File: src/rtl/seq_det_moore_param.sv
`default_nettype none
// ============================================================================
// Module      : seq_det_moore_param
// Description : Parametrised Moore sequence detector for a 1-bit serial
//               stream. Tracks the length of the matched pattern prefix
//               with a KMP transition table built at elaboration time.
//               Overlapping or non-overlapping detection is set by OVERLAP.
//               Optional match counter: define SEQ_DET_MATCH_CNT_EN to
//               add the cnt_clr input and the match_cnt output.
// Revision    : 1.0 - initial release
// ============================================================================
module seq_det_moore_param #(
    parameter int               LEN         = 5,
    parameter logic [LEN-1:0]   PATTERN     = 5'b11011,
    parameter bit               OVERLAP     = 1'b1,
    parameter int               MATCH_CNT_W = 8
) (
    input  logic                   clk,
    input  logic                   rst,
    input  logic                   in_valid,
    input  logic                   signal,
`ifdef SEQ_DET_MATCH_CNT_EN
    input  logic                   cnt_clr,
    output logic [MATCH_CNT_W-1:0] match_cnt,
`endif
    output logic                   out
);

    // ------------------------------------------------------------------
    // Elaboration-time helpers
    // ------------------------------------------------------------------

    // Longest proper border of PATTERN (prefix that is also a suffix).
    function automatic int border_f();
        int res;
        bit ok;
        res = 0;
        for (int k = 1; k < LEN; k++) begin
            ok = 1'b1;
            for (int j = 0; j < LEN; j++) begin
                if (j < k) begin
                    if (PATTERN[LEN-1-j] != PATTERN[k-1-j]) begin
                        ok = 1'b0;
                    end
                end
            end
            if (ok) begin
                res = k;
            end
        end
        return res;
    endfunction

    // KMP transition: longest PATTERN prefix that is a suffix of
    // (first s pattern bits followed by bit b). Valid for s < LEN.
    function automatic int delta_f(input int s, input int b);
        int res;
        int idx;
        bit ok;
        bit ch;
        res = 0;
        for (int k = 1; k <= LEN; k++) begin
            if (k <= s + 1) begin
                ok = 1'b1;
                for (int j = 0; j < LEN; j++) begin
                    if (j < k) begin
                        idx = s + 1 - k + j;
                        if (idx == s) begin
                            ch = b[0];
                        end else begin
                            ch = PATTERN[LEN-1-idx];
                        end
                        if (PATTERN[LEN-1-j] != ch) begin
                            ok = 1'b0;
                        end
                    end
                end
                if (ok) begin
                    res = k;
                end
            end
        end
        return res;
    endfunction

    // ------------------------------------------------------------------
    // Constants
    // ------------------------------------------------------------------
    localparam int c_sw       = $clog2(LEN + 1);
    localparam int c_nstates  = 1 << c_sw;
    localparam int c_border   = border_f();
    // After a full match, resume from the border (overlap) or from scratch.
    localparam int c_restart  = OVERLAP ? c_border : 0;

    localparam logic [c_sw-1:0] c_s_idle  = '0;
    localparam logic [c_sw-1:0] c_s_match = c_sw'(LEN);

    // ------------------------------------------------------------------
    // Parameter sanity checks
    // ------------------------------------------------------------------
    if (LEN < 2 || LEN > 16) begin : g_bad_len
        $error("seq_det_moore_param: LEN must be in 2..16");
    end
    if (MATCH_CNT_W < 1) begin : g_bad_cnt_w
        $error("seq_det_moore_param: MATCH_CNT_W must be at least 1");
    end

    // ------------------------------------------------------------------
    // Transition table, one entry per encodable state and input bit.
    // Encodings above LEN are unreachable; they fall back to idle.
    // ------------------------------------------------------------------
    logic [c_sw-1:0] w_delta0 [c_nstates];
    logic [c_sw-1:0] w_delta1 [c_nstates];

    for (genvar gs = 0; gs < c_nstates; gs++) begin : g_delta
        if (gs < LEN) begin : g_partial
            localparam logic [c_sw-1:0] c_d0 = c_sw'(delta_f(gs, 0));
            localparam logic [c_sw-1:0] c_d1 = c_sw'(delta_f(gs, 1));
            assign w_delta0[gs] = c_d0;
            assign w_delta1[gs] = c_d1;
        end else if (gs == LEN) begin : g_full
            localparam logic [c_sw-1:0] c_d0 = c_sw'(delta_f(c_restart, 0));
            localparam logic [c_sw-1:0] c_d1 = c_sw'(delta_f(c_restart, 1));
            assign w_delta0[gs] = c_d0;
            assign w_delta1[gs] = c_d1;
        end else begin : g_unused
            assign w_delta0[gs] = c_s_idle;
            assign w_delta1[gs] = c_s_idle;
        end
    end

    // ------------------------------------------------------------------
    // FSM
    // ------------------------------------------------------------------
    logic [c_sw-1:0] state_q;
    logic [c_sw-1:0] state_d;
    logic            out_q;
    logic            out_d;

    // State and registered match flag; reset has priority over everything.
    always_ff @(posedge clk) begin
        if (rst) begin
            state_q <= c_s_idle;
            out_q   <= 1'b0;
        end else begin
            state_q <= state_d;
            out_q   <= out_d;
        end
    end

    // Next state: advance through the KMP table only on valid samples.
    always_comb begin
        state_d = state_q;
        if (in_valid) begin
            state_d = signal ? w_delta1[state_q] : w_delta0[state_q];
        end
    end

    // Moore output: flag is registered so it mirrors the state being entered.
    always_comb begin
        out_d = (state_d == c_s_match);
    end

    assign out = out_q;

`ifdef SEQ_DET_MATCH_CNT_EN
    // ------------------------------------------------------------------
    // Saturating match counter
    // ------------------------------------------------------------------
    logic [MATCH_CNT_W-1:0] cnt_q;
    logic [MATCH_CNT_W-1:0] cnt_d;
    logic                   w_inc;

    assign w_inc = in_valid && (state_d == c_s_match);

    // Clear first, then count, so a clear coinciding with a match yields 1.
    always_comb begin
        cnt_d = cnt_q;
        if (cnt_clr) begin
            cnt_d = '0;
        end
        if (w_inc && (cnt_d != {MATCH_CNT_W{1'b1}})) begin
            cnt_d = cnt_d + MATCH_CNT_W'(1);
        end
    end

    // Counter register.
    always_ff @(posedge clk) begin
        if (rst) begin
            cnt_q <= '0;
        end else begin
            cnt_q <= cnt_d;
        end
    end

    assign match_cnt = cnt_q;
`endif

endmodule
`default_nettype wire

File: config.mk
export PLATFORM = sky130hd
export DESIGN_NAME = seq_det_moore_param
export DESIGN_NICKNAME = d
export VERILOG_FILES = /design/src/rtl/seq_det_moore_param.sv
export SDC_FILE = /design/constraint.sdc
export NUM_CORES = 1
export LEC_CHECK = 0
export CORE_AREA = 3 3 40 42
export CTS_CLUSTER_DIAMETER = 80
export CTS_CLUSTER_SIZE = 14
export DETAILED_ROUTE_END_ITERATION = 6
export DIE_AREA = 0 0 43 45
export HOLD_SLACK_MARGIN = 0.03
export PLACE_DENSITY = 0.47
export SKIP_CTS_REPAIR_TIMING = 1
export SLEW_MARGIN = 10
export SYNTH_ARGS = -nofsm -noshare
export SYNTH_HDL_FRONTEND = slang
export SYNTH_SLANG_ARGS = --single-unit
File: constraint.sdc
create_clock -name clk -period 1.8 [get_ports clk]
set_input_delay 0.36 -clock clk [delete_from_list [all_inputs] [get_ports clk]]
set_output_delay 0.36 -clock clk [all_outputs]
set_load 0.005 [all_outputs]
=== Word level (Yosys, flattened, before mapping) ===
Memories as Yosys holds them, arrays and structs flattened.
Cells that the tools add are included.

* Memories: 2
* Bits in registers: 4
* Logic and storage cells: 13
* Bits of input ports: 4
* Memory bits (read-only): 48
* Output and inout port bits: 1

{| class="wikitable"
|+ Memories
! name !! depth !! bits a word !! rd ports !! clocked after Yosys merged registers in !! write ports !! RTL line !! text
|-
| (no name shown) || 8 || 3 || 1 || 0 || 0 || 155 || <nowiki>state_d = signal ? w_delta1[state_q] : w_delta0[state_q];</nowiki>
|-
| (no name shown) || 8 || 3 || 1 || 0 || 0 || 155 ||
|}

* Muxes and demuxes: 6
* Bitwise gates (word level): 1
* Order comparisons: 1
* Equal/unequal tests: 1

{| class="wikitable"
|+ Operators with widths
! kind !! count
|-
| $mux W3 || 6
|-
| $ge A4 B4 Y1 const B || 1
|-
| $not A3 Y4 || 1
|-
| $eq A3 B3 Y1 const B || 1
|}

=== Logic depth before layout (Yosys ltp) ===
Gate-level depths: netlist of run 1.

* Depth after elaboration: 7
* Mapped depth: 5
* Mapped depth without buffers: 5

=== Worst setup path after synthesis of run 1 ===
No wires, ideal clock.

* Path type: register -> register
* From: register state_q[0]
* To: register out_q, in the netlist out
* Slack: 514 ps
* Clock period less this slack: 1286 ps
* Setup time: 115 ps
* Required time: 1685 ps
* Path buffers: 0
* Cell stages (with the launch flop): 6
* Arrival time: 1170 ps
* Cells stage by stage: dfxtp_1 -> inv_1 -> ha_1 -> mux2i_1 -> o311a_1 -> and3_1

* Cells in the longest elaborated chain, start to end: 7
* Elaborated cells on any way between the ends: 10
* Those cells by class: 1 x eq/ne; 6 x mux; 1 x bitwise; 2 x memory

{| class="wikitable"
|+ RTL lines
! what !! RTL line !! text
|-
| start, declared || 135 || <nowiki>logic [c_sw-1:0] state_q;</nowiki>
|-
| start signal, assigned || 143 || <nowiki>state_q <= c_s_idle;</nowiki>
|-
| start signal, assigned || 146 || <nowiki>state_q <= state_d;</nowiki>
|-
| $not A3 Y4 (implied by the code) || 155 ||
|-
| $mem_v2 Z8 W3 || -- ||
|-
| $mux W3 (implied by the code) (2 in a row) || 155 ||
|-
| $mux W3 || 155 ||
|-
| $mux W3 * || 154 || <nowiki>if (in_valid) begin</nowiki>
|-
| $eq A3 B3 Y1 * || 161 || <nowiki>out_d = (state_d == c_s_match);</nowiki>
|-
| end signal, assigned || 147 || <nowiki>out_q <= out_d;</nowiki>
|-
| end, declared || 137 || <nowiki>logic out_q;</nowiki>
|}

Every way passes the cells marked *; elsewhere a longest branch is shown, timed or not. The select of a mux whose other input is x is not followed.
A chain may end at the register's enable or synchronous reset.

=== Final worst setup path of run 1 ===
* From: register out_q, in the netlist out
* To: output port out

{| class="wikitable"
|+ RTL lines
! what !! RTL line !! text
|-
| end, declared || 26 || <nowiki>output logic out</nowiki>
|}

No word-level cell between the ends.

==> results of run 1 <==
## path summary, 6_finish.rpt
kind              startpoint    endpoint  slack (ns)  depth (start not counted)
setup reg to reg  state_q[0]         out        0.41                          5
hold reg to reg   state_q[2]  state_q[2]        0.56                          2
setup / recovery         out         out        0.39                          1
hold / removal    state_q[2]  state_q[2]        0.56                          2
## area by class of cell
type                    instances  area (um2)
clock buffers                   3        22.5
fillers                       147         963
inverters                       3        11.3
multi-input cells              18         149
flip-flops and latches          4        80.1
well taps                      15        18.8
repair buffers                  4        40.0
## registers in the layout (all words and copies together), names as in the netlist
signal	cells
state_q	3
out	1
## per-stage QoR
step                instance area (um2)  instances  util, %  hold WS [ns]
finish                              322         47     25.0         0.562
global route                        322         47     25.0         0.596
CTS                                 322         47     25.0         0.565
detailed placement                  299         44     23.3         0.552
global placement                    299         44     23.3         0.542
floorplan                           240         25        -         0.432
## kinds of logic after synthesis
group | synth area share, %
muxes | 8.33
buffers and inverters | 4.69
and+or+nand+nor | 19.3
adders and majority gates | 20.8
DFF | 33.3
AOI/OAI and AO/OA | 13.5
## placed cells by master, fill, tap and decap left out
| cell | synthesis | layout |
|---|---|---|
| ha_1 | 4 | 4 |
| clkdlybuf4s50_1 | 0 | 4 |
| dfxtp_1 | 4 | 4 |
| inv_1 | 3 | 3 |
| clkbuf_4 | 0 | 3 |
| nand2b_1 | 2 | 2 |
| mux2i_1 | 2 | 2 |
| nor2_1 | 2 | 2 |
| nand4b_1 | 1 | 1 |
| a21boi_0 | 1 | 1 |
| o22ai_1 | 1 | 1 |
| nand3_1 | 1 | 1 |
| o311a_1 | 1 | 1 |
| o32ai_1 | 1 | 1 |
| and3_1 | 1 | 1 |
| nor2b_1 | 1 | 1 |
## layer usage
metal  GRT usage, %  up-vias
met5              0        -
met1           5.98       91
li1               -      103
met3           4.38        0
met4           5.42        0
met2           8.68        7
## report_power, final
part / leakage, nW / total [mW] / switching [mW] / internal [mW]
logic: 0.0842 / 0.0289 / 0.0133 / 0.0156
registers: 0.0325 / 0.0948 / 0.00288 / 0.0919
clock network: 0.0138 / 0.111 / 0.0368 / 0.0746
==> flow_summary.yaml, run 1 <==
worst_setup_path:
  path_buf_inv: 1
  criticalPathCategory: "register to output port"
  endpoint_kind: "output port"
  path_cells: "clkdlybuf4s50_1"
  path_delay_family: "buffers and inverters"
  critPathMaxStageDelay_ns: 0.50
  cp_max_fo: 1
  critical_path_required_ns: 1.44
  worst_path_max_delay_cell: "clkdlybuf4s50_1"
  arrival_ns: 1.05
  startpoint_type: "register"
detailed_routing:
  wl_met1_um: 213
  wire_per_inst_um: 10.0
  drc: 0
  first_iter_violations: 0
  met2_length_um: 216
  dr_total_vias: 201
  met3WireLength_um: 42
  top_layer_used: "met3"
  via_per_inst: 4.28
  drt_first_pass_iters: 1
  postRouteAntennaNets: 0
  totalWireLength_um: 472
grt:
  antenna_found_initial: 0
  grt_pass1_wl_um: 828
  grt_pass1_vias: 218
  overflow: 0
  grt_max_degree: 7
  track_usage_pct: 6.15
layout:
  drive_gt1_share_pct: 9.38
  n_antenna_cell: 0
  area_growth_pct: 33.9
  nets: 42
pwr:
  power_uw: 235
  power_density_mw_per_mm2: 731
  ir_drop_uv: 291
  power_leakage_nw: 0.131
synth:
  syn_inst: 25
  ys_top_cells_by_area: "dfxtp_1 33%, ha_1 21%, mux2i_1 8.3%"
  ys_warn_count: 0
  synth_top_area_share_pct: 33.3
  syn-cell-area_um2: 240
  seq_area_frac_synth_pct: 33.3
  synth_top_flop_cell: "dfxtp_1"
  yosysUniqueCellTypes: 14
  async_flop_share_pct: 0
  syn-num-nets: 33
  syn_area_per_cell_um2: 9.61
  yosys_register_bits: 4
  synth_commonest_cells: "4 x dfxtp_1, 4 x ha_1, 3 x inv_1"
  synth_edf_count: 0
  synth_top_area_cell: "dfxtp_1"
timing:
  min_period_over_period_pct: 78.1
  fin_setup_tns_ns: 0
  worst_pin_slew_ns: 0.283
  fin_ws_ns: 0.394
  setup_viol: 0
  hold_viol_final: 0
  finalMaxSlewViolations: 0
  finClkSkew_ns: 0.00169
  fmax_mhz: 711
  grt_setup_unrepaired: "false"
  fin_crit_ns: 1.41
  slew_headroom_pct: 81.1
clocking:
  clk_latency_ns: 0.23
  cts_max_level: 1
  cts_made_buffers: 3
  tritoncts: "yes"
  cts.sinks: 4
  clockBufferDepth: 2
  clk_pin_slew_ns: 0.04
  cts_root_buf: "clkbuf_4"
die:
  die_area_mm2: 0.00194
  coreArea_mm2: 0.00128
  rows: 13
  die_x_um: 43
  chipHeight_um: 45
  num_io_pins: 5
  initial_utilization_pct: 18.7
placement:
  gp_congestion: 0.648
  dp_hpwl_um: 376
  port-buffer-count: 4
  place_worst_setup_slack_ns: 0.159
run_status:
  status: "complete, no violations"
min_path:
  hold_class: "register to register"
run:
  max-cap-violations: 0
No activity file was read; power rests on OpenSTA's default activity.
==> run 2: changes to the inputs <==
- clock period: 1.8 -> 1.3 ns (I/O delays scaled with it)
==> run 2 against run 1 <==
The run now ends with setup timing left. Sequential share of layout area decreased by 2.1 points. Utilization increased by 3.1 points. Sequential power increased by 37%. Total power increased by 44%. Worst hold slack got worse by 0.0084 ns. Die area unchanged. Final area increased by 12%. Critical endpoint is now out. Highest routed layer unchanged.
==> flow_summary.yaml, run 2 (same netlist as run 1, synthesis figures left out) <==
worst_setup_path:
  path_buf_inv: 1
  path_delay_family: "compound AO/OA/AOI/OAI gates"
  arrival_ns: 1.44
  path_cells: "inv_2 > ha_4 > mux2i_1 > o311a_1 > and3_1"
  endpoint_kind: "register"
  criticalPathCategory: "register to register"
  critical_path_required_ns: 1.42
  startpoint_type: "register"
  critPathMaxStageDelay_ns: 0.35
  cp_max_fo: 2
  worst_path_max_delay_cell: "o311a_1"
timing:
  fin_setup_tns_ns: -0.0157
  fin_crit_ns: 1.32
  fin_ws_ns: -0.0157
  slew_headroom_pct: 80.5
  worst_pin_slew_ns: 0.292
  finClkSkew_ns: 0.00325
  grt_setup_unrepaired: "true"
  hold_viol_final: 0
  setup_viol: 1
  finalMaxSlewViolations: 0
  min_period_over_period_pct: 101
  fmax_mhz: 760
grt:
  grt_max_degree: 6
  antenna_found_initial: 0
  track_usage_pct: 6.92
  grt_pass1_vias: 238
  overflow: 0
  grt_pass1_wl_um: 993
run_status:
  status: "complete, but fails checks"
  violations: "setup timing"
pwr:
  power_leakage_nw: 0.167
  ir_drop_uv: 475
  power_density_mw_per_mm2: 934
layout:
  largest_reg_flops: 3
  regMostFlops: "state_q"
  area_growth_pct: 50.5
  nets: 45
  n_antenna_cell: 0
  nFillCells: 133
  final_util_pct: 28.1
  drive_gt1_share_pct: 31.4
  final_cell_mix: "3 x ha_1, 3 x clkbuf_4, 3 x clkdlybuf4s50_1, 3 x buf_4"
min_path:
  hold_class: "register to register"
detailed_routing:
  drt_first_pass_iters: 4
  drc: 0
  dr_total_vias: 222
  via_per_inst: 4.44
  postRouteAntennaNets: 0
  wire_per_inst_um: 11.0
  first_iter_violations: 6
  totalWireLength_um: 551
die:
  num_io_pins: 5
  coreArea_mm2: 0.00128
  die_x_um: 43
  die_area_mm2: 0.00194
  chipHeight_um: 45
  initial_utilization_pct: 18.7
  rows: 13
clocking:
  tritoncts: "yes"
  cts_root_buf: "clkbuf_4"
  clk_pin_slew_ns: 0.04
  clk_latency_ns: 0.23
  cts.sinks: 4
  cts_max_level: 1
  cts_made_buffers: 3
  clockBufferDepth: 2
placement:
  port-buffer-count: 4
  dp_hpwl_um: 439
  gp_congestion: 0.646
run:
  max-cap-violations: 0
## run 2: cell count changes in the layout (fill, tap and decap cells not counted), sizes merged
cell | previous run | this run
clkdlybuf4s50 | 4 | 3
buf | 0 | 3
dlymetal6s2s | 0 | 1
## run 2: worst paths after layout
path | startpoint | end | slack [ns] | cells past startpoint
max | state_q[0] | out | -0.02 | 5
min | state_q[2] | state_q[2] | 0.55 | 2
max reg2reg | state_q[0] | out | -0.02 | 5
min reg2reg | state_q[2] | state_q[2] | 0.55 | 2
## run 2: metrics by stage
stage / std cells / worst slack (ns) / hold WS [ns] / area [um2] / total power, mW
after global placement: 47 / -0.189 / 0.538 / 322 / 0.178
after global routing: 50 / -0.0617 / 0.576 / 362 / 0.366
after CTS: 50 / -0.0209 / 0.548 / 344 / 0.344
after detailed placement: 47 / -0.236 / 0.542 / 322 / 0.182
final: 50 / -0.0157 / 0.553 / 362 / 0.338
after floorplan: 25 / 0.0142 / 0.332 / 240 / 0.154
## run 2: cell type report
class | count | area (um2) | share of cell area (%)
multi-input combinational | 18 | 161 | 44.6
sequential | 4 | 82.6 | 22.8
timing repair buffer | 7 | 65.1 | 18.0
clock buffer | 3 | 22.5 | 6.23
tap | 15 | 18.8 | 5.19
inverter | 3 | 11.3 | 3.11
## run 2: layer usage
metal,part of all wire [%],up-vias,global-route usage [%]
met5,0,-,0
met4,0,0,5.42
met3,8.7,0,2.39
met2,49,7,11.1
met1,42,105,7.49
li1,-,110,-
## run 2: worst register-to-register path, delay by kind of cell, from the launching register on
family	cells	cell delay [ns]
flops	1	0.32
buf+inv	1	0.05
simple gates	1	0.17
compound gates	1	0.35
mux	1	0.06
fa+ha+maj	1	0.25
## run 2: power breakdown
group          switching, mW  total [mW]  internal (mW)  leakage, nW
registers            0.00246       0.130          0.128       0.0333
logic                 0.0257      0.0561         0.0304        0.120
clock network         0.0482       0.151          0.103       0.0138
total                 0.0764       0.338          0.261        0.167
==> run 3: changes to the inputs <==
- CTS_CLUSTER_DIAMETER: 80 -> unset
==> results of run 3 <==
No change in the layout: final DEF, timing and power equal those of run 2.
